### src/rtl/morse_tx_sequencer.sv
// morse_tx_sequencer: handshake-driven Morse on-off keying, LSB-first patterns.
// Define MORSE_QUEUE_EN to add a one-entry request buffer.
module morse_tx_sequencer #(
  parameter int TICKS_PER_UNIT = 25_000_000,
  parameter int GAP_UNITS      = 3
) (
  input  logic       clk,
  input  logic       reset,
  input  logic       req_valid,
  input  logic [2:0] req_code,
  output logic       req_ready,
  output logic       morse_out,
  output logic       busy,
  output logic       done
);
  localparam int CW = $clog2(TICKS_PER_UNIT);
  localparam int GW = $clog2(GAP_UNITS + 1);
  localparam logic [CW-1:0] CNT_TOP = CW'(TICKS_PER_UNIT - 1);
  localparam logic [GW-1:0] GAP_TOP = GW'(GAP_UNITS - 1);

  typedef enum logic [1:0] {IDLE, SEND, GAP} state_t;

  state_t        r_state, w_state;
  logic [12:0]   r_sh, w_sh;
  logic [CW-1:0] r_cnt, w_cnt;
  logic [GW-1:0] r_gcnt, w_gcnt;
  logic          r_done, w_done;
  logic          w_accept;
`ifdef MORSE_QUEUE_EN
  logic [2:0]    r_buf_code, w_buf_code;
  logic          r_buf_full, w_buf_full;
  logic          w_take;
`endif

  function automatic logic [12:0] rom(input logic [2:0] c);
    logic [12:0] p;
    p = '0;
    unique case (c)
      3'd0: p = 13'h0015;
      3'd1: p = 13'h0007;
      3'd2: p = 13'h0075;
      3'd3: p = 13'h01D5;
      3'd4: p = 13'h01DD;
      3'd5: p = 13'h0757;
      3'd6: p = 13'h1DD7;
      3'd7: p = 13'h0577;
    endcase
    return p;
  endfunction

`ifdef MORSE_QUEUE_EN
  assign req_ready = !r_buf_full;
`else
  assign req_ready = (r_state == IDLE);
`endif
  assign w_accept  = req_valid && req_ready;
  assign morse_out = (r_state == SEND) && r_sh[0];
  assign busy      = (r_state != IDLE);
  assign done      = r_done;

  always_comb begin
    w_state = r_state;
    w_sh    = r_sh;
    w_cnt   = r_cnt;
    w_gcnt  = r_gcnt;
    w_done  = 1'b0;
`ifdef MORSE_QUEUE_EN
    w_buf_code = r_buf_code;
    w_buf_full = r_buf_full;
    w_take     = 1'b0;
`endif
    unique case (r_state)
      IDLE: begin
        if (w_accept) begin
          w_sh    = rom(req_code);
          w_cnt   = CNT_TOP;
          w_state = SEND;
        end
      end
      SEND: begin
        if (r_cnt != '0) begin
          w_cnt = r_cnt - 1'b1;
        end else if (r_sh[12:1] == '0) begin
          w_state = GAP;
          w_cnt   = CNT_TOP;
          w_gcnt  = GAP_TOP;
        end else begin
          w_sh  = r_sh >> 1;
          w_cnt = CNT_TOP;
        end
      end
      GAP: begin
        if (r_cnt != '0) begin
          w_cnt = r_cnt - 1'b1;
        end else if (r_gcnt != '0) begin
          w_gcnt = r_gcnt - 1'b1;
          w_cnt  = CNT_TOP;
        end else begin
          w_done  = 1'b1;
          w_state = IDLE;
`ifdef MORSE_QUEUE_EN
          // A queued or simultaneously offered code chains with no idle cycle
          if (r_buf_full) begin
            w_sh       = rom(r_buf_code);
            w_cnt      = CNT_TOP;
            w_state    = SEND;
            w_buf_full = 1'b0;
          end else if (w_accept) begin
            w_sh    = rom(req_code);
            w_cnt   = CNT_TOP;
            w_state = SEND;
            w_take  = 1'b1;
          end
`endif
        end
      end
      default: w_state = IDLE;
    endcase
`ifdef MORSE_QUEUE_EN
    if (w_accept && (r_state != IDLE) && !w_take) begin
      w_buf_full = 1'b1;
      w_buf_code = req_code;
    end
`endif
  end

  always_ff @(posedge clk or posedge reset) begin
    if (reset) begin
      r_state <= IDLE;
      r_sh    <= '0;
      r_cnt   <= '0;
      r_gcnt  <= '0;
      r_done  <= 1'b0;
    end else begin
      r_state <= w_state;
      r_sh    <= w_sh;
      r_cnt   <= w_cnt;
      r_gcnt  <= w_gcnt;
      r_done  <= w_done;
    end
  end

`ifdef MORSE_QUEUE_EN
  always_ff @(posedge clk or posedge reset) begin
    if (reset) begin
      r_buf_code <= '0;
      r_buf_full <= 1'b0;
    end else begin
      r_buf_code <= w_buf_code;
      r_buf_full <= w_buf_full;
    end
  end
`endif

endmodule
### config.mk
export PLATFORM = sky130hd
export DESIGN_NAME = morse_tx_sequencer
export DESIGN_NICKNAME = d
export VERILOG_FILES = /design/src/rtl/morse_tx_sequencer.sv
export SDC_FILE = /design/constraint.sdc
export NUM_CORES = 1
export LEC_CHECK = 0
export BUFFER_PORTS_ARGS = -buffer_cell sky130_fd_sc_hd__buf_2
export CAP_MARGIN = 20
export CORE_MARGIN = 4
export CORE_UTILIZATION = 64
export CTS_BUF_LIST = sky130_fd_sc_hd__clkbuf_8
export CTS_CLUSTER_SIZE = 40
export DETAILED_ROUTE_END_ITERATION = 16
export PLACE_DENSITY = 0.84
export SETUP_SLACK_MARGIN = 0.2
export SYNTH_ARGS = -nofsm -noshare
export SYNTH_HDL_FRONTEND = slang
export SYNTH_SLANG_ARGS = --single-unit
### constraint.sdc
create_clock -name clk -period 2.6 [get_ports clk]
set_clock_uncertainty 0.1 [all_clocks]
set_input_delay 0.39 -clock clk [delete_from_list [all_inputs] [get_ports clk]]
set_output_delay 0.39 -clock clk [all_outputs]
set_load 0.01 [all_outputs]
Yosys cells after proc, flatten, opt, wreduce, memory -nomap -nowiden
Memory sizes are Yosys's and may differ from the RTL's.
Cells that the tools add are included.
Cells by class
  add/subtract/negate cells: 2
  eq/ne operators: 10
  muxes and demuxes: 21
  reduce and logical (&&, ||, !) cells: 14
Operators by type and width (number)
  $mux W25: 4
  $pmux W25 S3: 1
  $mux W13: 3
  $pmux W13 S2: 1
  $reduce_bool A25 Y1: 1
  $sub A25 B1 Y25 const B: 1
  $mux W2: 7
  $logic_not A12 Y1: 1
  $ne A2 B2 Y1 const B: 5
  $reduce_and A5 Y1: 2
  $reduce_bool A2 Y1: 4
  $pmux W2 S3: 1
  $ne A2 B1 Y1 const B: 2
  $pmux W2 S2: 1
  $reduce_and A4 Y1: 1
  $mux W1: 3
  $ne A3 B3 Y1 const B: 1
  $reduce_and A3 Y1: 1
  $reduce_bool A3 Y1: 1
  $eq A2 B1 Y1 const B: 1
  $eq A2 B2 Y1 const B: 1
  $logic_and A1 B1 Y1: 2
  $logic_not A2 Y1: 1
  $sub A2 B1 Y2 const B: 1
Storage, ports and cells
  flip-flop bits (word level): 43
  bits in read-only memories: 88
  input port bits: 6
  word-level logic and storage cells: 53
  memories kept: 1
Memories
  (name not given): depth 8, width 11, read ports 1, clocked after memory_dff 0, write ports 0, RTL line 38  | unique case (c)

Logic depth before layout (Yosys ltp)
  depth in word-level cells: 4
  depth in mapped cells: 9

Worst setup path before layout
Ideal clock, no wire load.
  path kind: register to register
  from: reg r_cnt[0]
  to: reg r_gcnt[1]
  data arrival time: 2.077 ns
  setup slack: 0.295 ns
  cell stages (with the launch flop): 7
  path buffers: 0
  cell sequence: dfrtp_1 -> inv_1 -> ha_1 -> nor3b_1 -> nand4_2 -> a2111oi_2 -> mux2_1
Between the ends
  cells in the longest elaborated chain, start to end: 3
Ends and longest elaborated chain
  from (decl): RTL line 25  | logic [CW-1:0] r_cnt, w_cnt;
  from (signal assigned): RTL line 137  | r_cnt <= w_cnt;
  $reduce_bool A25 Y1 (*): RTL line 81, 93
  $ne A2 B2 Y1 (no source line)
  $reduce_and A5 Y1 (no source line) (*)
  to (signal assigned): RTL line 138  | r_gcnt <= w_gcnt;
  to (decl): RTL line 26  | logic [GW-1:0] r_gcnt, w_gcnt;
Every way passes the cells marked *; elsewhere a longest branch is shown, timed or not.
A chain may end at the register's enable or synchronous reset.

Final worst setup path
  from: reg r_cnt[8]
  to: reg r_cnt[9]
Between the ends
  cells in the longest elaborated chain, start to end: 3
Ends and longest elaborated chain
  $sub A25 B1 Y25 / $reduce_bool A25 Y1 (equally long branches)
  $mux W25, or another cell as far along: RTL line 93  | if (r_cnt != '0) begin
  $pmux W25 S3 / $reduce_and A3 Y1 (equally long branches)
Several ways; a longest one is shown, not always the timed one.

==> results.md <==
- Status: finished, final reports clean
- CTS clk-pin slew, worst paths: 0.07 ns
- Fin. Hold Viols: 0
- Register area share after synthesis: 40.9%
- GRT Total Usage: approximately a quarter
- Crit. End Element: register
- Unrepaired setup endpoints after global routing: true
- Power Density: 868 nW/um2
- Clock Tree Buf Depth: 2
- Detailed Place HPWL: 4.21 mm
- Die area: a little over 5000 um2
- Worst Path Max Fanout: 30
- Largest net degree at the start of global routing: 44
- Number of setup violations in the final report: 0
- Cells after synthesis: 281
- Top cell by count, worst path: buf_4
- CTS tree: built
- H-Tree Depth: 2
- Net Count, Synth: 292
- # Max-Cap Violations: 0
- Ys async rst share: 100%
- Final hold slack: between 0.1 and 0.15 ns
- Via-to-Cell Ratio: 6.65
- Clk_lat worst skew: 0.29 ns
- GRT overflow: 0
- Critical Path Start Type: register
- Total core area: between 4000 and 5000 um2
- Die Width: 72.1 um
- Antenna-violating nets left: 0
- WL/cell: 17.0 um
- Drt drc: 0
- Netlist cell types: 62
- Slew Limit Headroom: between 60% and 70%
- Worst-Margin Slew: 0.548 ns
- Ports: 10
- Die span in y: 72.1 um
- Fin nets: 315
- ANT cells: 0
- HP Class: in -> async
- Mapped cell area: 2630 um2
- Routed WL: 6.01 mm
- CTS root buffer: clkbuf_8
- Worst path arrival time: 2.41 ns
- Leakage: ~0.0011 uW
- Top_reg_cell synth: dfrtp_1
- DR vias: roughly 2300
- Initial drt markers: 303
- Setup_tns: 0 ns
- Crit-path max cell delay: approximately 0.48 ns
- Max Fclk: about 430 MHz
- I/O Buffers: 9
- Avg Inst Size Synth: 9.36 um2
- Final Cycle Share: between 80 and 90%
- Hold_buf cts: 0
- Share of layout cells above drive strength 1: 17.5%
- Synth warnings: 0
- Clock sink count: 43
- Peak VDD IR: 0.634 mV
- Cell family with most CP delay: compound AO/OA/AOI/OAI gates
- #FFs+latches synth: 43
- Inserted Clock Buffers: 5
- Crit-path cells: nor4_4, buf_4, buf_4, nand4b_2, o21ai_2, buf_12, o21ai_0, a21o_1
- Fillcell total: 279
- Pre-antenna DRT Iters: 4
- Max-slew violation count: 0
- Final Wtd Congestion: 0.885
- Antenna violations before repair: 0
- Initial Utilization: 65.7%
- Worst Path Required: 2.68 ns
- Post-route minimum period: ~2.3 ns
- CP Class: reg -> reg
- Buf/Inv on CP: 3
- Slowest CP cell: dfrtp_1
- First-pass GRT wire length: ~10 mm
- Standard-cell rows: 23
- Vias in the first global route: 2173
- Post-synth EDFFs: 0
- Area Overhead vs Synth: 12.8%
## metal layers
layer / vias to the layer above / track usage [%] / part of all wire, %
met1: 1157 / 35.9 / 47
met4: 0 / 8.77 / 1.7
met3: 10 / 4.02 / 3.8
met2: 58 / 37.4 / 47
met5: - / 0 / 0
li1: 1123 / - / -
## path summary, 6_finish.rpt
path	start	endpoint	slack, ns	depth (start not counted)
min in group clk	req_valid	r_state[0]$_DFFE_PP0P_	0.36	3
max in group asynchronous	reset	r_cnt[4]$_DFFE_PP0P_	1.90	3
max	r_cnt[8]$_DFFE_PP0P_	r_cnt[9]$_DFFE_PP0P_	0.28	8
min	reset	r_cnt[11]$_DFFE_PP0P_	0.11	3
max reg2reg	r_cnt[8]$_DFFE_PP0P_	r_cnt[9]$_DFFE_PP0P_	0.28	8
min reg2reg	r_gcnt[1]$_DFFE_PP0P_	r_gcnt[1]$_DFFE_PP0P_	0.39	1
## Yosys cell counts, types with 3 or more instances
cell / number / area [um2]
nor4_2: 3 / 37.5
nor4_4: 3 / 63.8
nor2b_1: 4 / 25.0
clkbuf_1: 8 / 30.0
a31oi_1: 7 / 43.8
o41ai_1: 3 / 26.3
and3_1: 4 / 25.0
o21a_1: 5 / 37.5
mux2i_1: 3 / 30.0
or4_1: 3 / 22.5
o221a_1: 3 / 33.8
a21o_1: 3 / 22.5
o21ai_0: 9 / 45.0
o21ai_1: 9 / 45.0
nand3b_1: 3 / 22.5
nand3_1: 5 / 25.0
o31ai_1: 11 / 82.6
nor4_1: 7 / 43.8
or3_1: 3 / 18.8
a221o_1: 4 / 40.0
inv_1: 15 / 56.3
nor3_1: 16 / 80.1
dfrtp_1: 43 / 1080
a21oi_1: 11 / 55.1
nor2_1: 28 / 105
nand2_1: 15 / 56.3
nand2b_1: 4 / 25.0
nor3b_1: 3 / 22.5
ha_1: 5 / 62.6
## power breakdown
group          leakage (uW)  switching (uW)  internal [uW]
Combinational      0.000621             671            486
Clock             0.0000413             203            175
Sequential         0.000484             203            835
## registers in the layout, summed over array words and instances, names as in the netlist
name     count
r_state      2
r_sh        13
r_gcnt       2
r_cnt       25
done         1
## cell usage in the layout (no fill, tap or decap), types with 4 or more instances in the layout
master and instances:
ha_1 5, clkbuf_8 5, o21a_1 4, a21oi_1 11, inv_1 15, o21ai_1 7, nor4_4 5, nand2_1 15
a221o_1 4, buf_4 18, nor4_1 7, a31oi_1 7, o31ai_1 11, dfrtp_1 43, o21ai_0 9, nor3_1 16
and3_1 4, nor2b_1 4, nand3_1 5, nor2_1 28, buf_2 9
## cells by family (layout without fill, tap and decap cells)
group	count (synthesis)	count (layout)	share of synthesized area, %
AND/OR/NAND/NOR	113	113	26.0
AO/OA/AOI/OAI	88	88	24.6
flip-flops	43	43	40.9
buffers and inverters	27	49	4.19
adder cells (fa/ha/maj)	5	5	2.38
multiplexers	4	4	1.57
XOR/XNOR	1	1	0.333
## area by class of cell
class                   count  area, um2  share of cell area [%]
clock inverters             1       3.75                   0.127
well taps                  50       62.6                    2.11
inverters                  15       56.3                    1.90
multi-input cells         211       1500                    50.5
clock buffers               5       68.8                    2.32
repair buffers             28        200                    6.75
flip-flops and latches     43       1080                    36.3
## metrics by stage
| step | cells | instance area [um2] | worst slack (ns) | utilization (%) | total power [uW] |
|---|---|---|---|---|---|
| after floorplan | 281 | 2630 | 0.295 | - | 1790 |
| after global placement | 343 | 2810 | 0.223 | 70.3 | 2110 |
| after detailed placement | 343 | 2810 | 0.159 | 70.3 | 2160 |
| after CTS | 351 | 2900 | 0.225 | 72.5 | 2540 |
| after global routing | 353 | 2960 | 0.173 | 74.1 | 2750 |
| final | 353 | 2960 | 0.276 | 74.1 | 2570 |
## worst register-to-register path, cell delays in order, from the launching register on
cell and delay [ns]:
dfrtp_1 0.48, nor4_4 0.27, buf_4 0.19, buf_4 0.14
nand4b_2 0.26, o21ai_2 0.27, buf_12 0.20, o21ai_0 0.13
a21o_1 0.20
## what timing repair did
| item | in CTS | in global routing |
|---|---|---|
| setup buffers | 2 | 2 |
| setup endpoints to repair | 4 | 27 |
| gates resized for setup | 0 | 8 |
| pin swaps | 1 | 3 |
| cloned | 0 | 0 |
Power figures use the tool's default switching activity.
